## config.mk

```make
export PLATFORM = sky130hd
export DESIGN_NAME = sample_serializer
export DESIGN_NICKNAME = d
export VERILOG_FILES = /design/src/rtl/sample_serializer.sv
export SDC_FILE = /design/constraint.sdc
export NUM_CORES = 1
export LEC_CHECK = 0
export ABC_AREA = 1
export ABC_CLOCK_PERIOD_IN_PS = 1180
export CELL_PAD_IN_SITES_DETAIL_PLACEMENT = 0
export CELL_PAD_IN_SITES_GLOBAL_PLACEMENT = 1
export CORE_MARGIN = 5
export CORE_UTILIZATION = 32
export DETAILED_ROUTE_END_ITERATION = 8
export PLACE_DENSITY_LB_ADDON = 0.1
export SYNTH_ARGS = -nofsm -noshare
export SYNTH_HDL_FRONTEND = slang
export SYNTH_SLANG_ARGS = --single-unit
```

## constraint.sdc

```tcl
create_clock -name clk -period 1.18 [get_ports clk]
set_input_delay 0.354 -clock clk [delete_from_list [all_inputs] [get_ports clk]]
set_output_delay 0.354 -clock clk [all_outputs]
set_load 0.05 [all_outputs]
```

## src/rtl/sample_serializer.sv

```systemverilog
// sample_serializer: parallel-in, serial-out feeder for the FFT input path.
// Accepts a sample word on a valid/ready handshake into a one-entry hold
// buffer, then shifts it out LSB-first, one bit per clock, with s_en marking
// valid bits and last marking the final (MSB) bit of each word.
//
// Ports:
//   clk        system clock, rising edge
//   clr        synchronous active-high clear
//   din        parallel sample word
//   din_valid  din carries a word this cycle
//   din_ready  hold buffer can take din this cycle
//   s_out      serial data bit (to downstream s_in)
//   s_en       s_out is a valid bit this cycle
//   last       s_out is the MSB of the current word
//   busy       a word is shifting or waiting in the hold buffer
module sample_serializer #(
  parameter int unsigned width = 4
) (
  input  logic             clk,
  input  logic             clr,
  input  logic [width-1:0] din,
  input  logic             din_valid,
  output logic             din_ready,
  output logic             s_out,
  output logic             s_en,
  output logic             last,
  output logic             busy
);

  localparam int unsigned CNT_W = (width > 1) ? $clog2(width) : 1;
  localparam logic [CNT_W-1:0] CNT_LAST = CNT_W'(width - 1);

  typedef enum logic {
    ST_IDLE  = 1'b0,
    ST_SHIFT = 1'b1
  } state_t;

  state_t             r_state;
  state_t             w_state_nxt;
  logic [width-1:0]   r_hold;
  logic               r_hold_full;
  logic [width-1:0]   r_shreg;
  logic [CNT_W-1:0]   r_cnt;

  logic               w_accept;
  logic               w_last_bit;
  logic               w_load;

  // Final bit of the word currently on s_out.
  assign w_last_bit = (r_state == ST_SHIFT) && (r_cnt == CNT_LAST);
  assign w_accept   = din_valid & din_ready;
  // Hold entry moves to the shifter when idle, or seamlessly on the last bit.
  assign w_load     = r_hold_full & ((r_state == ST_IDLE) | w_last_bit);

  // State register.
  always_ff @(posedge clk) begin
    if (clr) begin
      r_state <= ST_IDLE;
    end else begin
      r_state <= w_state_nxt;
    end
  end

  // Next-state logic.
  always_comb begin
    w_state_nxt = r_state;
    case (r_state)
      ST_IDLE: begin
        if (r_hold_full) begin
          w_state_nxt = ST_SHIFT;
        end
      end
      ST_SHIFT: begin
        if (w_last_bit && !r_hold_full) begin
          w_state_nxt = ST_IDLE;
        end
      end
      default: w_state_nxt = ST_IDLE;
    endcase
  end

  // Output decode from registered state; din_ready also masks the clear cycle.
  always_comb begin
    s_out     = 1'b0;
    s_en      = 1'b0;
    last      = 1'b0;
    busy      = r_hold_full;
    din_ready = ~r_hold_full & ~clr;
    if (r_state == ST_SHIFT) begin
      s_out = r_shreg[0];
      s_en  = 1'b1;
      last  = w_last_bit;
      busy  = 1'b1;
    end
  end

  // Hold buffer, shifter and bit counter. Accept and load never coincide:
  // accept needs an empty hold entry, load needs a full one.
  always_ff @(posedge clk) begin
    if (clr) begin
      r_hold      <= '0;
      r_hold_full <= 1'b0;
      r_shreg     <= '0;
      r_cnt       <= '0;
    end else begin
      if (w_accept) begin
        r_hold      <= din;
        r_hold_full <= 1'b1;
      end else if (w_load) begin
        r_hold_full <= 1'b0;
      end

      if (w_load) begin
        r_shreg <= r_hold;
        r_cnt   <= '0;
      end else if (r_state == ST_SHIFT) begin
        r_shreg <= r_shreg >> 1;
        r_cnt   <= w_last_bit ? '0 : r_cnt + CNT_W'(1);
      end
    end
  end

endmodule
```

==> impl_metrics.py, run 1 <==
metrics = {
    "outcome": {
        "run_status": "finished with violations",
        "failed_checks": "negative setup slack",
    },
    "sta": {
        "max_slew.worst_pin.slew_ns": 0.2260,
        "rsz0062_at_grt": "yes",
        "timing.fmax_mhz": 730.4,
        "period_share": 1.160,
        "maxSlewViolCount": 0,
        "setup_viol_count_final": 5,
        "timing.slew.headroom": 0.8492,
        "fin_ws_ns": -0.1890,
        "layout_min_cycle_time_ns": 1.369,
        "clock_skew_ns": 0.009757,
        "final_hold_violating_endpoints": 0,
    },
    "grt": {
        "track_usage": 0.1131,
        "global_route.overflow_total": 0,
        "grt_max_degree": 9,
        "grt_antenna_before_repair": 0,
        "global_route_wire_length_before_repair_um": 2152,
        "first_global_vias": 488,
    },
    "synth": {
        "postSynthRegisterBits": 12,
        "synth_xor_xnor_area_share": 0,
        "post_synthesis_cells": 71,
        "synth_warnings": 0,
        "synth_compound_gate_area_share": 0.07299,
        "synth.mux.area_fraction": 0,
        "synth.net_count": 79,
        "synth.avg_cell_area_um2": 7.243,
        "synth_seq_area_share": 0.4672,
        "synth_top_family_by_area": "simple AND/OR/NAND/NOR gates",
        "synth-simple-area-share": 0.3844,
        "synth_fa_ha_area_frac": 0.02433,
        "yosysUniqueCellTypes": 16,
        "synth.cell_area_um2": 514.2,
    },
    "layout": {
        "area_growth_pct": 60.10,
        "area_of_combinational_cells_with_multiple_inputs_um2": 270.3,
        "insertedDiodeCount": 0,
        "fillCellCount": 155,
        "layout.core_utilization": 0.5402,
        "leading_cell_type_in_the_layout_fill_and_taps_excluded": "sky130_fd_sc_hd__nand2_1",
        "num-nets-final": 104,
        "drive_above_1_share": 0.3579,
        "final-seq-area_um2": 250.2,
        "mostFrequentLayoutCells": "sky130_fd_sc_hd__nand2_1, sky130_fd_sc_hd__nand3_1, sky130_fd_sc_hd__nor2_1, sky130_fd_sc_hd__buf_4, sky130_fd_sc_hd__dfxtp_1",
        "layout.cell_area.non_filler_um2": 823.3,
        "final_cell_count_no_fill": 111,
    },
    "die": {
        "core_region_um2": 1524,
        "dieWidth_um": 50.09,
        "die_area_um2": 2509,
        "chipHeight_um": 50.09,
        "std_cell_rows": 14,
        "ios": 12,
        "initial_utilization": 0.3374,
    },
    "routing": {
        "dr_total_vias": 506,
        "route.detailed.drc": 0,
        "drt_iter0_markers": 10,
        "routed_wl_um": 1244,
        "wl_per_cell_um": 11.21,
        "vias_per_cell": 4.559,
        "drt.antenna.violating_nets": 0,
        "dr_pass1_iterations": 4,
    },
    "setup_path": {
        "critical-path-slowest-cell": "sky130_fd_sc_hd__dfxtp_2",
        "timing.critical_path.buf_inv": 2,
        "timing.critical_path.cells": "ha_4 > nand2_2 > inv_2 > buf_12",
        "endpoint_kind": "output pin",
        "setup.worst_path.start_class": "register",
        "worst-endpoint-arrival_ns": 1.02,
        "worst-path-stages": 4,
        "reg2regPathDepth": 5,
        "worst_ep_required_ns": 0.83,
        "critPathKind": "reg2out",
        "timing.critical_path.max_delay_family": "flip-flops",
        "critical_path.max_fanout": 2,
        "worst_path_largest_cell_delay_ns": 0.36,
    },
    "clocking": {
        "clock_latency_ns": 0.28,
        "cts_made_buffers": 3,
        "cts.hold.buffers_added": 0,
        "tritoncts": "done",
        "cts_buffer_depth": 2,
        "clk_transition_reported_paths_ns": 0.08,
        "clock_sinks": 12,
        "cts_max_level": 1,
        "cts_root_buf": "sky130_fd_sc_hd__clkbuf_4",
    },
    "flow_run": {
        "cap_viol_max_count": 0,
    },
    "hold_path": {
        "worstHoldPathType": "reg2reg",
        "min_delay_path_depth": 2,
    },
    "power": {
        "sum_of_internal_switching_and_leakage_power_mw": 0.9675,
        "power.density_nw_per_um2": 1175,
        "ir_drop_v": 0.0007191,
        "p_leak_nw": 0.3616,
    },
    "placement": {
        "numPortBuffers": 11,
        "place_congestion": 0.6990,
        "total_placed_instance_area_um2": 737.0,
        "detailed_place_hpwl_um": 887.5,
        "dpl.cell_count": 102,
    },
}
## metrics by stage
step	setup TNS [ns]	hold slack (ns)	setup slack [ns]
finish	-0.7402	0.4673	-0.1890
global route	-0.8821	0.4859	-0.2256
CTS	-0.7754	0.4712	-0.1937
detailed placement	-3.061	0.4591	-0.3082
global placement	-3.075	0.4573	-0.3166
floorplan	-0.01883	0.4134	-0.01883
## worst paths after layout
check	start	endpoint	slack, ns
max	r_cnt[0]	last	-0.19
max reg2reg	r_cnt[0]	r_cnt[0]	0.10
min	r_hold[1]	r_hold[1]	0.47
min reg2reg	r_hold[1]	r_hold[1]	0.47
## cell type report
type | instances | area share
multi-input cells | 52 | 0.3283
inverters | 7 | 0.03647
clock buffers | 4 | 0.03191
well taps | 16 | 0.02432
flip-flops and latches | 12 | 0.3040
repair buffers | 20 | 0.2751
## Yosys cell counts
cell                      count  area (µm²)
sky130_fd_sc_hd__nand2_1     22       82.58
sky130_fd_sc_hd__dfxtp_1     12       240.2
sky130_fd_sc_hd__nand3_1      9       45.04
sky130_fd_sc_hd__nor2_1       9       33.78
sky130_fd_sc_hd__inv_1        4       15.01
sky130_fd_sc_hd__inv_2        3       11.26
sky130_fd_sc_hd__a21oi_1      2       10.01
sky130_fd_sc_hd__a21oi_2      2       17.52
sky130_fd_sc_hd__ha_1         1       12.51
sky130_fd_sc_hd__nand2_2      1       6.260
sky130_fd_sc_hd__nand2_4      1       11.26
sky130_fd_sc_hd__nand4_1      1       6.260
sky130_fd_sc_hd__nor2_2       1       6.260
sky130_fd_sc_hd__o21ai_0      1       5.000
sky130_fd_sc_hd__o21ai_1      1       5.000
sky130_fd_sc_hd__or2_0        1       6.260
## state kept, by name (all words and copies together), names as in the netlist
signal       count
r_cnt            2
r_hold           4
r_hold_full      1
r_shreg          4
r_state          1
## repair_timing
action | 4_1_cts | 5_1_grt
setup buffers | 5 | 0
resized for setup | 9 | 1
setup endpoints to repair | 7 | 6
pin swaps | 3 | 1
## layer usage
metal / wire length, µm / share of wire / vias up / track usage
met5: 0 / 0 / - / 0
met4: 15 / 0.012 / 0 / 0.06550
met3: 79 / 0.064 / 2 / 0.03614
met2: 608 / 0.49 / 14 / 0.1799
met1: 541 / 0.43 / 216 / 0.1297
li1: - / - / 274 / -
## worst register-to-register path, delay by kind of cell, from the launching register on
kind | cells | cell delay, ns
buffers and inverters | 1 | 0.09
flip-flops | 1 | 0.34
AND/OR/NAND/NOR | 2 | 0.32
AO/OA/AOI/OAI | 1 | 0.11
adder cells (fa/ha/maj) | 1 | 0.16
## kinds of logic after synthesis
family	Yosys count
adders and majority gates	1
AOI/OAI and AO/OA	6
buffers and inverters	7
and+or+nand+nor	45
DFF	12
## report_power, final
group,internal [mW],switching [mW]
Sequential,0.430,0.0216
Combinational,0.116,0.127
Clock,0.131,0.141
Power figures use the tool's default switching activity.
==> run 2: changes to the inputs <==
Settings changed: SLEW_MARGIN set to 20.
==> results of run 2 <==
No change in the layout: final DEF, timing and power equal those of run 1.
==> variant: new RTL, settings of run 2 <==
Set the parameter `width` to 8 (it was 4).
--- a/src/rtl/sample_serializer.sv
+++ b/src/rtl/sample_serializer.sv
@@ -14,7 +14,7 @@
 //   last       s_out is the MSB of the current word
 //   busy       a word is shifting or waiting in the hold buffer
 module sample_serializer #(
-  parameter int unsigned width = 4
+  parameter int unsigned width = 8
 ) (
   input  logic             clk,
   input  logic             clr,
Interface: changed (resized din); port bits go from 12 to 16. No check against the original RTL was run, so the function may have changed too.
==> variant against run 2 <==
  * The flow still finishes with violations (negative setup slack)
  * Sequential cell count up 9
  * Worst setup slack worse by 0.25 ns
  * Area after synthesis up 84%
  * Critical path type unchanged
  * Worst hold slack worse by 0.097 ns
  * Routed wire length up 73%
  * Largest cell class unchanged
  * Clock power up 30%
  * Total power up 52%
  * Final area up 63%
  * Largest power group unchanged
==> variant: results (changes against run 2) <==
DP Cell Count = 176 (+73%)
Reg-to-Reg End = r_shreg[1]
post-CTS setup buffer count = 2 (-3)
P_comb = 335 uW (+38%)
setup violation total in the final timing report = 18 (+13)
initial drt markers = 50 (+40)
violated checks = negative setup slack
clock-pin slew of the registers on the worst-case setup and hold paths = 0.13 ns (+0.05 ns)
maximum VDD drop = 643 uV (-11%)
WL/cell = 11.6 microns (+3.5%)
vias in the first global route = 874 (+79%)
GR met3 Demand/Resource = 0.0210 (-0.0151)
ranking of synthesized cells by area = dfxtp_1, nand2_1, nand3_1
met2 usage = 0.195 (+0.0154)
gr usage total = 0.120 (+0.00690)
slew of the pin with the lowest slew margin = 0.331 ns (+0.105 ns)
Finished Core Util = 0.484 (-0.0566)
first-pass GRT wire length = 3940 microns (+83%)
synth unique cells = 22 (+6)
R2R depth = 7 (+2)
internal power = 1030 uW (+53%)
Final TNS setup = -2.33 ns (-1.59 ns)
met2 routed WL = 971 microns (+60%)
Initial Util = 0.340 (+0.00219)
non-filler cells, final = 185 (+67%)
DP Area = 1260 sq um (+72%)
M1 WL = 1050 microns (+94%)
largest net degree at the start of global routing = 22 (+13)
dpl ws = -0.414 ns (-0.106 ns)
syn_nets = 139 (+76%)
fin worst setup slack = -0.437 ns (-0.248 ns)
number of fill cells in the layout = 276 (+78%)
clock latency on the worst-skew pair = 0.31 ns (+0.03 ns)
run status = complete, but fails checks
[variant: how the worst min path moves through the flow]
stage | endpoint | cells past startpoint | slack [ns] | startpoint
after CTS | r_state | 2 | 0.36 | clr
after global routing | r_state | 2 | 0.38 | clr
after global placement | r_shreg[3] | 2 | 0.46 | r_shreg[4]
after detailed placement | r_hold[7] | 2 | 0.47 | r_hold[7]
after floorplan | r_state | 1 | 0.41 | clr
final | r_state | 2 | 0.37 | clr
[variant: cell type report]
type / instances / area share
Multi-Input combinational cell: 89 / 0.363
Sequential cell: 21 / 0.320
Timing Repair Buffer: 27 / 0.220
Inverter: 13 / 0.0484
Tap cell: 31 / 0.0288
Clock buffer: 3 / 0.0167
Clock inverter: 1 / 0.00372
[variant: logic make-up (layout without fill, tap and decap cells)]
family	count (synthesis)	count (layout)	synth area share
adders and majority gates	2	2	0.0265
DFF	21	21	0.445
and+or+nand+nor	80	81	0.408
buffers and inverters	17	44	0.0848
AOI/OAI and AO/OA	6	6	0.0357
